==> src/rtl/mul_seq.sv <==
// Sequential shift-and-add multiplier: W x W operands, 2W-bit product with Z/N/C/V flags.
// One conditional add-and-shift per clock; signed operands are handled as magnitudes plus a sign fix-up.
module mul_seq #(
    parameter int W = 16
) (
    input  logic         clk,
    input  logic         rst,
    input  logic         start,
    input  logic         signed_op,
    input  logic [W-1:0] A,
    input  logic [W-1:0] B,
    output logic         busy,
    output logic         done,
    output logic [W-1:0] prod_hi,
    output logic [W-1:0] prod_lo,
    output logic         Z,
    output logic         N,
    output logic         C,
    output logic         V
);

    localparam int CW = $clog2(W);

    typedef enum logic [1:0] {
        IDLE,
        RUN,
        FIX
    } state_t;

    state_t         state;
    logic [W-1:0]   mcand;
    logic [W-1:0]   mplier;
    logic [2*W-1:0] acc;
    logic [CW-1:0]  step;
    logic           neg;

    logic [W-1:0]   mag_a;
    logic [W-1:0]   mag_b;
    logic [W:0]     sum;
    logic [2*W-1:0] result;

    // NOTE: every signal driven here gets a value on every path, so no latch is inferred.
    always_comb begin
        // The most negative operand negates to itself, which is exactly its unsigned magnitude.
        mag_a  = (signed_op && A[W-1]) ? -A : A;
        mag_b  = (signed_op && B[W-1]) ? -B : B;
        sum    = {1'b0, acc[2*W-1:W]} + (mplier[0] ? {1'b0, mcand} : '0);
        result = neg ? -acc : acc;
    end

    // NOTE: state registers use non-blocking assignments so every register samples pre-edge values.
    always_ff @(posedge clk) begin
        if (rst) begin
            state   <= IDLE;
            busy    <= 1'b0;
            done    <= 1'b0;
            prod_hi <= '0;
            prod_lo <= '0;
            Z       <= 1'b0;
            N       <= 1'b0;
            C       <= 1'b0;
            V       <= 1'b0;
            mcand   <= '0;
            mplier  <= '0;
            acc     <= '0;
            step    <= '0;
            neg     <= 1'b0;
        end else begin
            case (state)
                IDLE: begin
                    done <= 1'b0;
                    if (start) begin
                        mcand  <= mag_a;
                        mplier <= mag_b;
                        neg    <= signed_op & (A[W-1] ^ B[W-1]);
                        acc    <= '0;
                        step   <= '0;
                        busy   <= 1'b1;
                        state  <= RUN;
                    end
                end

                RUN: begin
                    // The add's carry-out becomes the new MSB as the accumulator shifts right.
                    acc    <= {sum, acc[W-1:1]};
                    mplier <= mplier >> 1;
                    step   <= step + CW'(1);
                    if (step == CW'(W - 1)) begin
                        state <= FIX;
                    end
                end

                FIX: begin
                    prod_hi <= result[2*W-1:W];
                    prod_lo <= result[W-1:0];
                    Z       <= (result == '0);
                    N       <= result[2*W-1];
                    C       <= (result[2*W-1:W] != '0);
                    V       <= (result[2*W-1:W] != {W{result[W-1]}});
                    done    <= 1'b1;
                    busy    <= 1'b0;
                    state   <= IDLE;
                end

                default: begin
                    state <= IDLE;
                    busy  <= 1'b0;
                    done  <= 1'b0;
                end
            endcase
        end
    end

endmodule
==> config.mk <==
export PLATFORM = sky130hd
export DESIGN_NAME = mul_seq
export DESIGN_NICKNAME = d
export VERILOG_FILES = /design/src/rtl/mul_seq.sv
export SDC_FILE = /design/constraint.sdc
export NUM_CORES = 1
export LEC_CHECK = 0
export CAP_MARGIN = 10
export CORE_ASPECT_RATIO = 1.75
export CORE_MARGIN = 4
export CORE_UTILIZATION = 35
export CTS_CLUSTER_SIZE = 40
export DETAILED_ROUTE_END_ITERATION = 16
export DONT_BUFFER_PORTS = 1
export GPL_TIMING_DRIVEN = 0
export PLACE_DENSITY = 0.61
export RECOVER_POWER = 25
export SYNTH_ARGS = -nofsm -noshare
export SYNTH_HDL_FRONTEND = slang
export SYNTH_SLANG_ARGS = --single-unit
==> constraint.sdc <==
create_clock -name clk -period 3.3 [get_ports clk]
set_input_delay 0.66 -clock clk [delete_from_list [all_inputs] [get_ports clk]]
set_output_delay 0.66 -clock clk [all_outputs]
set_load 0.02 [all_outputs]
* Yosys cells after proc, flatten, opt, wreduce, memory -nomap -nowiden
Index checks and enable logic that the tools add are counted.
** Storage, ports and cells
- Bits in registers :: 109
- Latch bits :: 0
- Bits in writable memories :: 0
- Memory bits (read-only) :: 0
- Input bits :: 36
- Output and inout port bits :: 38
- Logic and storage cells :: 54
- Memories kept :: 0
** Cells by class
- Add/subtract/negate cells :: 5
- $mul :: 0
- Divide/modulo/power cells :: 0
- Magnitude comparators :: 0
- Equal/unequal tests :: 6
- Shift-type cells :: 0
- Muxes and demuxes :: 16
- Bitwise logic cells :: 3
- Reduce and logical (&&, ||, !) cells :: 10
** Operators by type and width (number)
- $mux W16 :: 4
- $mux W32 :: 2
- $pmux W32 S2 :: 1
- $logic_not A32 Y1 :: 1
- $neg A16 Y16 :: 2
- $neg A32 Y32 :: 1
- $pmux W16 S2 :: 1
- $add A16 B16 Y17 :: 1
- $ne A16 B16 Y1 :: 1
- $reduce_bool A16 Y1 :: 1
- $pmux W4 S2 :: 1
- $reduce_and A2 Y1 :: 4
- $add A4 B1 Y4 const B :: 1
- $eq A4 B4 Y1 const B :: 1
- $mux W2 :: 2
- $mux W4 :: 1
- $ne A2 B2 Y1 const B :: 2
- $pmux W1 S2 :: 2
- $pmux W2 S2 :: 1
- $eq A2 B1 Y1 const B :: 1
- $eq A2 B2 Y1 const B :: 1
- $logic_and A1 B1 Y1 :: 2
- $logic_not A2 Y1 :: 1
- $reduce_bool A2 Y1 :: 1
- other kinds (4) :: 4

* Longest topological paths before layout
- Word-level depth :: 4
- Mapped depth :: 13
- Mapped depth without buffers :: 12

* Least setup slack after synthesis
OpenSTA, ideal clock, no wires.
- Path type :: reg2reg
- Start :: reg mplier[0]
- End :: reg acc[30]
- Library setup time :: 0.127 ns
- Data arrival time :: 2.725 ns
- Required time :: 3.173 ns
- Slack :: 0.448 ns
- Cell stages (with the launch flop) :: 13
- Buffers on the path :: 1
- Period minus slack after synthesis :: 2.852 ns
- Cell sequence :: dfxtp_1 > clkbuf_1 > nand2_1 > inv_1 > ha_1 > a21oi_1 > o211ai_1 > a2111oi_0 > o31ai_1 > or4_1 > a31oi_1 > xor2_1 > o21ai_0
** Between the ends
- Cells in the longest elaborated chain, start to end :: 3
** RTL lines
- start: declaration :: line 32 : logic [W-1:0] mplier;
- start signal: assignment :: line 74 : mplier <= mag_b;
- start signal: assignment :: line 86 : mplier <= mplier >> 1;
- $mux W16 :: line 47 : sum = {1'b0, acc[2*W-1:W]} + (mplier[0] ? {1'b0, mcand} : '0);
- $add A16 B16 Y17 :: line 47
- $pmux W32 S2 :: line 69 : case (state)
- end signal: assignment :: line 85 : acc <= {sum, acc[W-1:1]};
- end: declaration :: line 33 : logic [2*W-1:0] acc;
No other way between the ends.
A chain may end at the register's enable or synchronous reset.

* Worst setup path after layout
- Start :: reg mplier[0]
- End :: reg acc[29]
The elaborated chain is that of the path after synthesis.

==> key figures <==
Outcome
  • Status: finished clean

Yosys
  • Simple-gate share of the synthesized area: 0.216
  • Top post-synthesis cells by count: dfxtp_1, nor2_1, nand2_1
  • Post-synth top flop: dfxtp_1
  • Adder-cell share of the synthesized area: 0.0465
  • Top-count cell post-synth: dfxtp_1
  • Area fraction of the dominant cell type after synthesis: 0.356
  • Seq cells post-synth: 108
  • Mapped Nets: 788
  • Yosys cell types: 66
  • Compound-Gate Fraction of Synth Area: 0.249
  • FFs w/ async S/R, synth: 0
  • Synth Area per Inst: 8.32 µm²
  • Post-Synth XOR/XNOR Area: 0.0848
  • Synth Instances: 730
  • Cell taking the most area after synthesis: dfxtp_1
  • Dominant cells by area after synthesis: dfxtp_1, xor2_1, nor2_1
  • Number of synthesized flops with an enable pin: 0
  • Mux contribution to synthesized area: 0.00844
  • Cell Area, Synth: between 6000 and 7000 µm²
  • Sequential area share after synthesis: 0.356
  • Largest family of logic cells by synthesized area: compound AO/OA/AOI/OAI gates
  • YS warnings: 0

Job
  • Max Cap Viol: 0

STA
  • Worst slew pin tran: 0.990 ns
  • Setup TNS Final: 0 ns
  • Relative slew slack: 0.339
  • F_max: approximately 330 MHz
  • Slew Viols, Final: 0
  • Worst clock skew: 0.0115 ns
  • Final period utilization: 0.930
  • Min Tclk post-route: 3.07 ns
  • Setup violators final: 0
  • Hold Violations, Final: 0

Global route
  • Vias in the first global route: 5,143
  • Largest net degree at the start of global routing: 18
  • First-pass GRT wire length: 26,200 µm
  • Initial antenna violation count: 0
  • GR Util All Layers: 0.166
  • Total grt overflow: 0

Power
  • Leak: approximately 2.6 nW
  • Sw frac: 0.241
  • PwrDens: between 400 and 500 nW/µm²
  • Seq pwr share: 0.476
  • Power share of the combinational group: 0.092
  • Peak supply drop: 0.243 mV
  • Pint: 2.17 mW
  • Net Sw Power: 0.691 mW
  • Clock network power share: 0.432

Clock network
  • TritonCTS clock tree: built
  • Skew-Pair Late Insertion Delay: between 0.3 and 0.4 ns
  • Clk sinks: 108
  • Number of CTS-inserted buffers: 9
  • Hold_buf cts: 0
  • Clk buf depth: 2
  • H-tree levels: 3
  • CTS clk-pin slew, worst paths: 0.07 ns
  • Clk root buf: clkbuf_16

Floorplan
  • I/O pins: 74
  • Area of the core: 17,000 µm²
  • Chip Width: 108 µm
  • Chip height: 182 µm
  • Starting density of the core: 0.357
  • Die area: 19,600 µm²
  • Cell Rows: 63

Finish
  • Final core utilization: 0.398
  • Synth-to-layout area growth: 11.5%
  • Final design area excluding fillers: 6770 µm²
  • Nets: around 800
  • Diode count: 0
  • Non-Filler Instances: 975
  • Layout cell share with drive strength beyond 1: 0.0695

Placed design
  • Placed wire-length estimate: between 10,000 and 15,000 µm
  • Port Buffers: 0
  • GPL Wtd Cong: 0.821
  • DP Area: 6360 µm²
  • Cell Count Post-Placement: 957

Worst setup path
  • CP max FO: 10
  • Worst setup SP type: register
  • Critical Path AT: 3.31 ns
  • Worst EP required: approximately 3.6 ns
  • Crit path kind: register to register
  • CP endpoint kind: register

Routing
  • DR WL/cell: 16.8 µm
  • Residual DRC: 0
  • Number of DRC markers in iteration 0: 220
  • Final WL: 16,400 µm
  • Routed via count: between 5,000 and 6,000
  • DRT Pass-1 Iters: 4
  • Post-DRT Antenna Nets: 0
  • Via/cell ratio: 5.37

Worst hold path
  • Hold Crit Class: register to register
[worst max-delay path, cell delays in order, from the launching register on]
cell	delay, ns
dfxtp_2	0.35
clkbuf_2	0.16
and2_1	0.17
ha_1	0.22
inv_1	0.08
fa_1	0.18
nor2b_1	0.07
o21ai_0	0.25
a21oi_1	0.15
o31a_1	0.38
o211ai_1	0.27
nand3b_1	0.13
a211o_1	0.30
a32o_1	0.25
[cell usage in the layout, fill, tap and decap left out, types with 4 or more instances in the layout]
cell type / synthesis / layout
nor2b_1: 9 / 9
a22oi_1: 14 / 14
o31ai_1: 16 / 15
a211oi_1: 39 / 39
nand3b_1: 6 / 6
a21oi_1: 50 / 49
nand4_1: 6 / 6
o41ai_1: 4 / 4
o41ai_2: 4 / 4
inv_1: 16 / 16
xor2_1: 42 / 42
or4_1: 5 / 5
nand2_1: 60 / 60
o21ai_0: 35 / 35
a22o_1: 15 / 15
or3_1: 7 / 7
nor2_1: 86 / 86
mux2i_1: 4 / 4
buf_1: 6 / 5
dfxtp_1: 108 / 107
clkbuf_1: 32 / 32
nand2b_1: 8 / 8
xnor2_1: 15 / 15
nor3_1: 13 / 13
buf_2: 4 / 4
clkbuf_16: 0 / 9
nand3_1: 16 / 16
ha_1: 21 / 21
nor4_1: 5 / 4
and2_1: 19 / 19
a31oi_1: 7 / 7
or2_2: 4 / 4
[kinds of logic after synthesis]
kind of cell    count (synthesis)
flops                         108
xor+xnor                       58
mux                             5
simple gates                  263
fa+ha+maj                      22
buf+inv                        60
compound gates                214
[timing repair]
action,CTS,global route
endpoints found under the hold margin,0,0
endpoints found under the setup margin,1,7
buffers inserted,0,2
resized for setup,2,10
pin swaps,0,2
[final timing paths]
path,from,end,slack [ns],cells after the start
max reg2reg,mplier[0],acc[29],0.23,13
min,mcand[0],mcand[0],0.45,2
min reg2reg,mcand[0],mcand[0],0.45,2
max,mplier[0],acc[29],0.23,13
[sequential cells by signal, summed over array words and instances, names as in the netlist]
signal   flops
C            1
V            1
Z            1
acc         32
busy         1
done         1
mcand       16
mplier      16
neg          1
prod_hi     16
prod_lo     16
state        2
step         4
[cell type report]
class / instances / area, µm²
Clock buffer: 9 / 225
Inverter: 16 / 60.1
Sequential cell: 108 / 2160
Multi-Input combinational cell: 562 / 3720
Clock inverter: 6 / 111
Buffer: 44 / 183
Tap cell: 227 / 284
Timing Repair Buffer: 3 / 22.5
Fill cell: 1828 / 10300
[layer usage]
layer,global-route usage,up-vias,wire (µm)
li1,-,2679,-
met1,0.173,2421,6170
met2,0.315,105,8820
met3,0.0347,29,812
met4,0.0718,0,568
met5,0,-,0
[metrics by stage]
stage | hold WS [ns] | worst slack [ns] | power (mW)
2_1_floorplan | 0.427 | 0.448 | 1.59
3_3_place_gp | 0.435 | -0.195 | 1.66
3_5_place_dp | 0.443 | -0.185 | 1.66
4_1_cts | 0.450 | 0.00759 | 2.88
5_1_grt | 0.448 | -0.0251 | 2.98
6_report | 0.449 | 0.232 | 2.87
[power groups by stage]
stage / sequential [mW] / clock, mW / combinational, mW
finish: 1.36 / 1.24 / 0.264
global route: 1.37 / 1.31 / 0.297
CTS: 1.36 / 1.26 / 0.265
detailed placement: 1.39 / 0 / 0.264
global placement: 1.39 / 0 / 0.263
floorplan: 1.39 / 0 / 0.201
(Power assumes the default switching activity.)
